<file path="config.mk">
export PLATFORM = sky130hd
export DESIGN_NAME = sar_logic_flat
export DESIGN_NICKNAME = d
export VERILOG_FILES = /design/src/rtl/sar_logic_if.sv /design/src/rtl/sar_logic.sv /design/src/flat_wrapper.sv
export SDC_FILE = /design/constraint.sdc
export NUM_CORES = 1
export LEC_CHECK = 0
export ABC_AREA = 0
export CORE_AREA = 2 2 85 87
export CTS_BUF_LIST = sky130_fd_sc_hd__clkbuf_8 sky130_fd_sc_hd__clkbuf_16
export CTS_CLUSTER_DIAMETER = 40
export DETAILED_ROUTE_END_ITERATION = 7
export DIE_AREA = 0 0 87 89
export PLACE_DENSITY = 0.61
export REMOVE_ABC_BUFFERS = 1
export SETUP_SLACK_MARGIN = 0.15
export SYNTH_ARGS = -nofsm -noshare
export SYNTH_HDL_FRONTEND = slang
export SYNTH_SLANG_ARGS = --single-unit
</file>
<file path="constraint.sdc">
create_clock -name clock -period 2.6 [get_ports clock]
set_clock_uncertainty 0.2 [all_clocks]
set_input_delay 0.52 -clock clock [delete_from_list [all_inputs] [get_ports clock]]
set_output_delay 0.52 -clock clock [all_outputs]
set_load 0.01 [all_outputs]
</file>
<file path="src/rtl/sar_logic_if.sv">
// Signal bundle between the SAR controller and the analog front end:
// conversion handshake, comparator request/decision and both cap-DAC control words.
interface sar_logic_if #(
  parameter int unsigned ADC_BITS = 8
);

  logic                start;
  logic                comp_valid;
  logic                comp_out;
  logic                sample_en;
  logic                comp_req;
  logic [ADC_BITS-1:1] dacp_h;
  logic [ADC_BITS-1:1] dacp_l;
  logic [ADC_BITS-1:1] dacn_h;
  logic [ADC_BITS-1:1] dacn_l;
  logic [ADC_BITS-1:0] dout;
  logic                dout_valid;
  logic                busy;
  logic                timeout;

  // Controller side
  modport master (
    input  start,
    input  comp_valid,
    input  comp_out,
    output sample_en,
    output comp_req,
    output dacp_h,
    output dacp_l,
    output dacn_h,
    output dacn_l,
    output dout,
    output dout_valid,
    output busy,
    output timeout
  );

  // Analog model / requester side
  modport slave (
    output start,
    output comp_valid,
    output comp_out,
    input  sample_en,
    input  comp_req,
    input  dacp_h,
    input  dacp_l,
    input  dacn_h,
    input  dacn_l,
    input  dout,
    input  dout_valid,
    input  busy,
    input  timeout
  );

endinterface

</file>
<file path="src/rtl/sar_logic.sv">
// Successive-approximation controller: samples, requests one comparison per bit,
// switches the differential three-level cap DACs and publishes the code with a valid pulse.
module sar_logic #(
  parameter int unsigned ADC_BITS      = 8,
  parameter int unsigned SAMPLE_CYCLES = 2,
  parameter int unsigned SETTLE_CYCLES = 1,
  parameter int unsigned COMP_TIMEOUT  = 16
) (
  input  logic        clock,
  input  logic        reset,
  sar_logic_if.master bus
);

  localparam int unsigned DAC_W   = ADC_BITS - 1;
  localparam int unsigned K_W     = $clog2(ADC_BITS);
  localparam int unsigned CNT_W   = (COMP_TIMEOUT > 255) ? $clog2(COMP_TIMEOUT + 1) : 8;
  localparam int unsigned TO_LAST = (COMP_TIMEOUT == 0) ? 0 : COMP_TIMEOUT - 1;
  localparam logic [K_W-1:0] K_MSB = K_W'(ADC_BITS - 1);

  typedef enum logic [1:0] {
    IDLE   = 2'd0,
    SAMPLE = 2'd1,
    COMP   = 2'd2,
    SETTLE = 2'd3
  } state_t;

  state_t              state_q, state_d;
  logic [CNT_W-1:0]    cnt_q, cnt_d;
  logic [K_W-1:0]      k_q, k_d;
  logic [ADC_BITS-1:0] result_q, result_d;

  logic                sample_en_q, sample_en_d;
  logic                comp_req_q, comp_req_d;
  logic [DAC_W:1]      dacp_h_q, dacp_h_d;
  logic [DAC_W:1]      dacp_l_q, dacp_l_d;
  logic [DAC_W:1]      dacn_h_q, dacn_h_d;
  logic [DAC_W:1]      dacn_l_q, dacn_l_d;
  logic [ADC_BITS-1:0] dout_q, dout_d;
  logic                dout_valid_q, dout_valid_d;
  logic                busy_q, busy_d;
  logic                timeout_q, timeout_d;

  logic sample_last;
  logic settle_last;
  logic to_expire;
  logic decide;
  logic dec_bit;
  logic lsb;

  // A single counter times sampling, settling and the comparator wait; it restarts on every state change.
  assign sample_last = (cnt_q == CNT_W'(SAMPLE_CYCLES - 1));
  assign settle_last = (cnt_q == CNT_W'(SETTLE_CYCLES - 1));
  assign to_expire   = (COMP_TIMEOUT != 0) && (cnt_q == CNT_W'(TO_LAST));
  assign decide      = bus.comp_valid || to_expire;
  // A timed-out comparison resolves to 0; a real decision always wins the tie.
  assign dec_bit     = bus.comp_valid & bus.comp_out;
  assign lsb         = (k_q == '0);

  // State and output registers
  always_ff @(posedge clock) begin
    if (reset) begin
      state_q      <= IDLE;
      cnt_q        <= '0;
      k_q          <= '0;
      result_q     <= '0;
      sample_en_q  <= 1'b0;
      comp_req_q   <= 1'b0;
      dacp_h_q     <= '0;
      dacp_l_q     <= '0;
      dacn_h_q     <= '0;
      dacn_l_q     <= '0;
      dout_q       <= '0;
      dout_valid_q <= 1'b0;
      busy_q       <= 1'b0;
      timeout_q    <= 1'b0;
    end else begin
      state_q      <= state_d;
      cnt_q        <= cnt_d;
      k_q          <= k_d;
      result_q     <= result_d;
      sample_en_q  <= sample_en_d;
      comp_req_q   <= comp_req_d;
      dacp_h_q     <= dacp_h_d;
      dacp_l_q     <= dacp_l_d;
      dacn_h_q     <= dacn_h_d;
      dacn_l_q     <= dacn_l_d;
      dout_q       <= dout_d;
      dout_valid_q <= dout_valid_d;
      busy_q       <= busy_d;
      timeout_q    <= timeout_d;
    end
  end

  // Next state, timing counter, bit pointer and working result
  always_comb begin
    state_d  = state_q;
    cnt_d    = cnt_q;
    k_d      = k_q;
    result_d = result_q;
    case (state_q)
      IDLE: begin
        if (bus.start) begin
          state_d  = SAMPLE;
          cnt_d    = '0;
          k_d      = K_MSB;
          result_d = '0;
        end
      end
      SAMPLE: begin
        if (sample_last) begin
          state_d = COMP;
          cnt_d   = '0;
        end else begin
          cnt_d = cnt_q + CNT_W'(1);
        end
      end
      COMP: begin
        if (decide) begin
          result_d[k_q] = dec_bit;
          cnt_d         = '0;
          state_d       = lsb ? IDLE : SETTLE;
        end else if (COMP_TIMEOUT != 0) begin
          cnt_d = cnt_q + CNT_W'(1);
        end
      end
      SETTLE: begin
        if (settle_last) begin
          state_d = COMP;
          cnt_d   = '0;
          k_d     = k_q - K_W'(1);
        end else begin
          cnt_d = cnt_q + CNT_W'(1);
        end
      end
      default: state_d = IDLE;
    endcase
  end

  // Next values of the registered outputs
  always_comb begin
    sample_en_d  = 1'b0;
    comp_req_d   = 1'b0;
    dout_valid_d = 1'b0;
    busy_d       = busy_q;
    timeout_d    = timeout_q;
    dout_d       = dout_q;
    dacp_h_d     = dacp_h_q;
    dacp_l_d     = dacp_l_q;
    dacn_h_d     = dacn_h_q;
    dacn_l_d     = dacn_l_q;
    case (state_q)
      IDLE: begin
        dacp_h_d = '0;
        dacp_l_d = '0;
        dacn_h_d = '0;
        dacn_l_d = '0;
        if (bus.start) begin
          busy_d      = 1'b1;
          timeout_d   = 1'b0;
          sample_en_d = 1'b1;
        end
      end
      SAMPLE: begin
        sample_en_d = !sample_last;
        comp_req_d  = sample_last;
      end
      COMP: begin
        if (!decide) begin
          comp_req_d = 1'b1;
        end else begin
          if (!bus.comp_valid) begin
            timeout_d = 1'b1;
          end
          if (lsb) begin
            dacp_h_d     = '0;
            dacp_l_d     = '0;
            dacn_h_d     = '0;
            dacn_l_d     = '0;
            dout_d       = {result_q[ADC_BITS-1:1], dec_bit};
            dout_valid_d = 1'b1;
            busy_d       = 1'b0;
          end else begin
            // vop > von: pull the positive side down and the negative side up
            dacp_h_d[k_q] = !dec_bit;
            dacp_l_d[k_q] = dec_bit;
            dacn_h_d[k_q] = dec_bit;
            dacn_l_d[k_q] = !dec_bit;
          end
        end
      end
      SETTLE: begin
        comp_req_d = settle_last;
      end
      default: ;
    endcase
  end

  assign bus.sample_en  = sample_en_q;
  assign bus.comp_req   = comp_req_q;
  assign bus.dacp_h     = dacp_h_q;
  assign bus.dacp_l     = dacp_l_q;
  assign bus.dacn_h     = dacn_h_q;
  assign bus.dacn_l     = dacn_l_q;
  assign bus.dout       = dout_q;
  assign bus.dout_valid = dout_valid_q;
  assign bus.busy       = busy_q;
  assign bus.timeout    = timeout_q;

endmodule

</file>
<file path="src/flat_wrapper.sv">
// flat-port wrapper written by rule: the top's interface ports become plain ports
module sar_logic_flat 
#(
  parameter int unsigned ADC_BITS      = 8,
  parameter int unsigned SAMPLE_CYCLES = 2,
  parameter int unsigned SETTLE_CYCLES = 1,
  parameter int unsigned COMP_TIMEOUT  = 16
)
  (clock, reset, bus_start, bus_comp_valid, bus_comp_out, bus_sample_en, bus_comp_req, bus_dacp_h, bus_dacp_l, bus_dacn_h, bus_dacn_l, bus_dout, bus_dout_valid, bus_busy, bus_timeout);
  sar_logic_if #(.ADC_BITS(ADC_BITS)) bus_i ();
  input  logic clock;
  input  logic reset;
  input wire logic [$bits(bus_i.start)-1:0] bus_start;
  input wire logic [$bits(bus_i.comp_valid)-1:0] bus_comp_valid;
  input wire logic [$bits(bus_i.comp_out)-1:0] bus_comp_out;
  output wire logic [$bits(bus_i.sample_en)-1:0] bus_sample_en;
  output wire logic [$bits(bus_i.comp_req)-1:0] bus_comp_req;
  output wire logic [$bits(bus_i.dacp_h)-1:0] bus_dacp_h;
  output wire logic [$bits(bus_i.dacp_l)-1:0] bus_dacp_l;
  output wire logic [$bits(bus_i.dacn_h)-1:0] bus_dacn_h;
  output wire logic [$bits(bus_i.dacn_l)-1:0] bus_dacn_l;
  output wire logic [$bits(bus_i.dout)-1:0] bus_dout;
  output wire logic [$bits(bus_i.dout_valid)-1:0] bus_dout_valid;
  output wire logic [$bits(bus_i.busy)-1:0] bus_busy;
  output wire logic [$bits(bus_i.timeout)-1:0] bus_timeout;
  assign bus_i.start = bus_start;
  assign bus_i.comp_valid = bus_comp_valid;
  assign bus_i.comp_out = bus_comp_out;
  assign bus_sample_en = bus_i.sample_en;
  assign bus_comp_req = bus_i.comp_req;
  assign bus_dacp_h = bus_i.dacp_h;
  assign bus_dacp_l = bus_i.dacp_l;
  assign bus_dacn_h = bus_i.dacn_h;
  assign bus_dacn_l = bus_i.dacn_l;
  assign bus_dout = bus_i.dout;
  assign bus_dout_valid = bus_i.dout_valid;
  assign bus_busy = bus_i.busy;
  assign bus_timeout = bus_i.timeout;
  sar_logic #(.ADC_BITS(ADC_BITS), .SAMPLE_CYCLES(SAMPLE_CYCLES), .SETTLE_CYCLES(SETTLE_CYCLES), .COMP_TIMEOUT(COMP_TIMEOUT)) u_core (.clock(clock), .reset(reset), .bus(bus_i));
endmodule
</file>
==> out/qor.txt <==
FF+latch count, synth: 47
Synth Instances: 279
Setup violators final: 0
Hold Worst Slack: 0.274 ns
Initial antenna violation count: 0
Syn Area/Cell: 8.35 um2
PwrDens: 522 nW/um2
Arr. time, crit path: 2.19 ns
GRT Util Overall: 14.9%
Sequential element share of the synthesized area: 40.4%
Routed Antenna Nets: 0
DP Worst Slack: 0.172 ns
Initial Util: 34.7%
Drt first pass iters: 4
Row count: 30
Setup crit start: u_core.k_q[0]$_SDFFE_PP0P_
Unique masters post-synth: 41
Crit share post-route: 83.8%
Crit path time final: 2.18 ns
RSZ-0062 raised after global routing: no
Nets: 319
Largest family of logic cells by synthesized area: compound AO/OA/AOI/OAI gates
Adder-Cell Fraction of Synth Area: 2.69%
Vias post-DR: 2072
Max Slew Vio Count: 0
Routed WL: 5560 um
Post-route cell area: 2910 um2
Peak supply drop: 0.000244 V
Yosys top cell area share: 40.4%
Wire length per cell: 14.3 um
Met2 usage: 25.3%
Async SR Flop Fraction: 0%
Synthesized cell area: 2330 um2
Largest buffer count on any clock path: 2
Layout cells sized above 1: 10.0%
Synth Area in Compound Gates: 26.0%
CTS tree: built
Fin cells: 390
CTS sink count: 47
Clk_lat worst skew: 0.30 ns
Worst rel slew slack: 64.9%
Max-cap violations: 0
Root Buffer: clkbuf_8
Fmax achieved: 0.459 GHz
Chip height: 89 um
Most frequent cells after synthesis: dfxtp_1, inv_1, a21oi_1, nor2_1, o21ai_0
Vias in the first global route: 1923
Worst-Margin Slew: 0.526 ns
Die width: 87 um
Met3 Use GR: 2.77%
First-iteration detailed-routing DRC count: 96
N_diodes: 0
Final core occ: 43.2%
Layout area overhead: 24.7%
GRT Max-Usage Layer: met2
EDFF count, synth: 0
Slowest library cell on the worst path: dfxtp_1
Hold/Removal Path Class: flop to flop
Fin Setup TNS: 0 ns
RR Startpoint: u_core.k_q[0]$_SDFFE_PP0P_
Ys flop type: dfxtp_1
DRC viols: 0
Mean number of vias per cell: 5.31
Area leader, netlist: dfxtp_1
DP Area: 2780 um2
Hold_sp: u_core.result_q[2]$_SDFFE_PP0P_
Met1 Usage GRT: 18.7%
CP cell instances: inv_1 > ha_1 > ha_1 > nor3_2 > buf_4 > nand3_1 > o32ai_1
Fin. Hold Viols: 0
Crit path kind: flop to flop
Final HPWL DP: 3980 um
TritonCTS Buffers: 5
Crit Path Max Fanout: 8
Design Power: 1.52 mW
H-tree lvl count: 2
Core area: 6720 um2
Mux share of post-synthesis cell area: 0.483%
Setup WS post-layout: 0.422 ns
R2R Setup Slk: 0.42 ns
Status: completed
First-pass GRT wire length: 9100 um
Crit. End Element: flop
P_leak: 0.931 nW
Grt ovf: 0
Clock transition at path regs: 0.09 ns
Startpoint type of the worst setup path: flop
Most used cell, CP: ha_1
Number of I/O port buffers: 45
Xor and xnor area share after synthesis: 0%
Cts hold-fix bufs: 0
Count leader, synth: dfxtp_1
Synth Area in Simple Gates: 19.2%
Top post-synthesis cells by area: dfxtp_1, o32ai_1, a211oi_1, a21oi_1, buf_4
Largest net degree at the start of global routing: 27
Synth Warn #: 0
Die area: 7740 um2
IO Pins: 46
Placed Cells: 382
WP data required: 2.61 ns
Final GP Congestion: 0.828
Crit-path max cell delay: 0.45 ns
worst max-delay path: cells and delay by family (launching register included):
family                   cells  cell delay [ns]
AO/OA/AOI/OAI                1             0.22
adder cells (fa/ha/maj)      2             0.48
buffers and inverters        2             0.32
flip-flops                   1             0.45
AND/OR/NAND/NOR              2             0.42
logic make-up (layout without fill, tap and decap cells):
| family | after synthesis | in the layout |
|---|---|---|
| buffers and inverters | 55 | 86 |
| adder cells (fa/ha/maj) | 5 | 5 |
| AND/OR/NAND/NOR | 82 | 82 |
| multiplexers | 1 | 1 |
| AO/OA/AOI/OAI | 89 | 89 |
| flip-flops | 47 | 47 |
timing repair:
action	4_1_cts	5_1_grt
resized for setup	0	1
buffers inserted	0	0
setup endpoints to repair	0	2
layout make-up:
class                      count  area, um2
tap                           80        100
inverter                      23       86.3
fill                         654       3810
timing repair buffer          55        526
multi-input combinational    177       1130
sequential                    47        941
clock inverter                 2       35.0
clock buffer                   6       82.6
routing by layer:
metal	share of wire, %	up-vias
met5	0	-
met4	1.9	0
met3	3.8	11
met2	48	50
met1	46	967
li1	-	1044
cell usage in the layout, fill, tap and decap left out, types with 2 or more instances in the layout:
| cell | n |
|---|---|
| o22ai_1 | 6 |
| or2_2 | 2 |
| inv_1 | 22 |
| and2_1 | 6 |
| a21oi_1 | 21 |
| or3b_2 | 3 |
| ha_1 | 5 |
| nand2_1 | 13 |
| nor2b_1 | 4 |
| a31oi_1 | 3 |
| a211oi_1 | 15 |
| o21a_1 | 2 |
| dfxtp_1 | 47 |
| nor3_1 | 8 |
| and3_1 | 2 |
| o32ai_1 | 14 |
| clkdlybuf4s50_1 | 45 |
| o21ai_0 | 20 |
| buf_4 | 10 |
| clkbuf_8 | 6 |
| nand3_1 | 13 |
| nor2_1 | 21 |
| nand3b_1 | 2 |
state kept, by name (all words and copies together), names as in the netlist:
| name | flops |
|---|---|
| u_core.bus.dacn_l | 6 |
| u_core.result_q | 7 |
| u_core.k_q | 3 |
| u_core.bus.dacp_h | 1 |
| u_core.state_q | 2 |
| u_core.bus.busy | 1 |
| u_core.bus.timeout | 1 |
| u_core.bus.dacn_h | 7 |
| u_core.bus.comp_req | 1 |
| u_core.bus.sample_en | 1 |
| u_core.cnt_q | 8 |
| u_core.bus.dout | 8 |
| u_core.bus.dout_valid | 1 |
final timing paths:
check / cells past startpoint / end
setup reg to reg: 7 / u_core.bus.dacn_h[1]$_SDFFE_PP0P_
hold reg to reg: 2 / u_core.bus.dout[2]$_SDFFE_PP0P_
hold / removal: 2 / u_core.bus.dout[2]$_SDFFE_PP0P_
setup / recovery: 7 / u_core.bus.dacn_h[1]$_SDFFE_PP0P_
power breakdown:
| part | total [mW] | switching [mW] | internal (mW) |
|---|---|---|---|
| clock | 0.561 | 0.249 | 0.311 |
| sequential | 0.758 | 0.0215 | 0.736 |
| combinational | 0.197 | 0.120 | 0.0771 |
| total | 1.52 | 0.391 | 1.12 |
(Power assumes the default switching activity.)
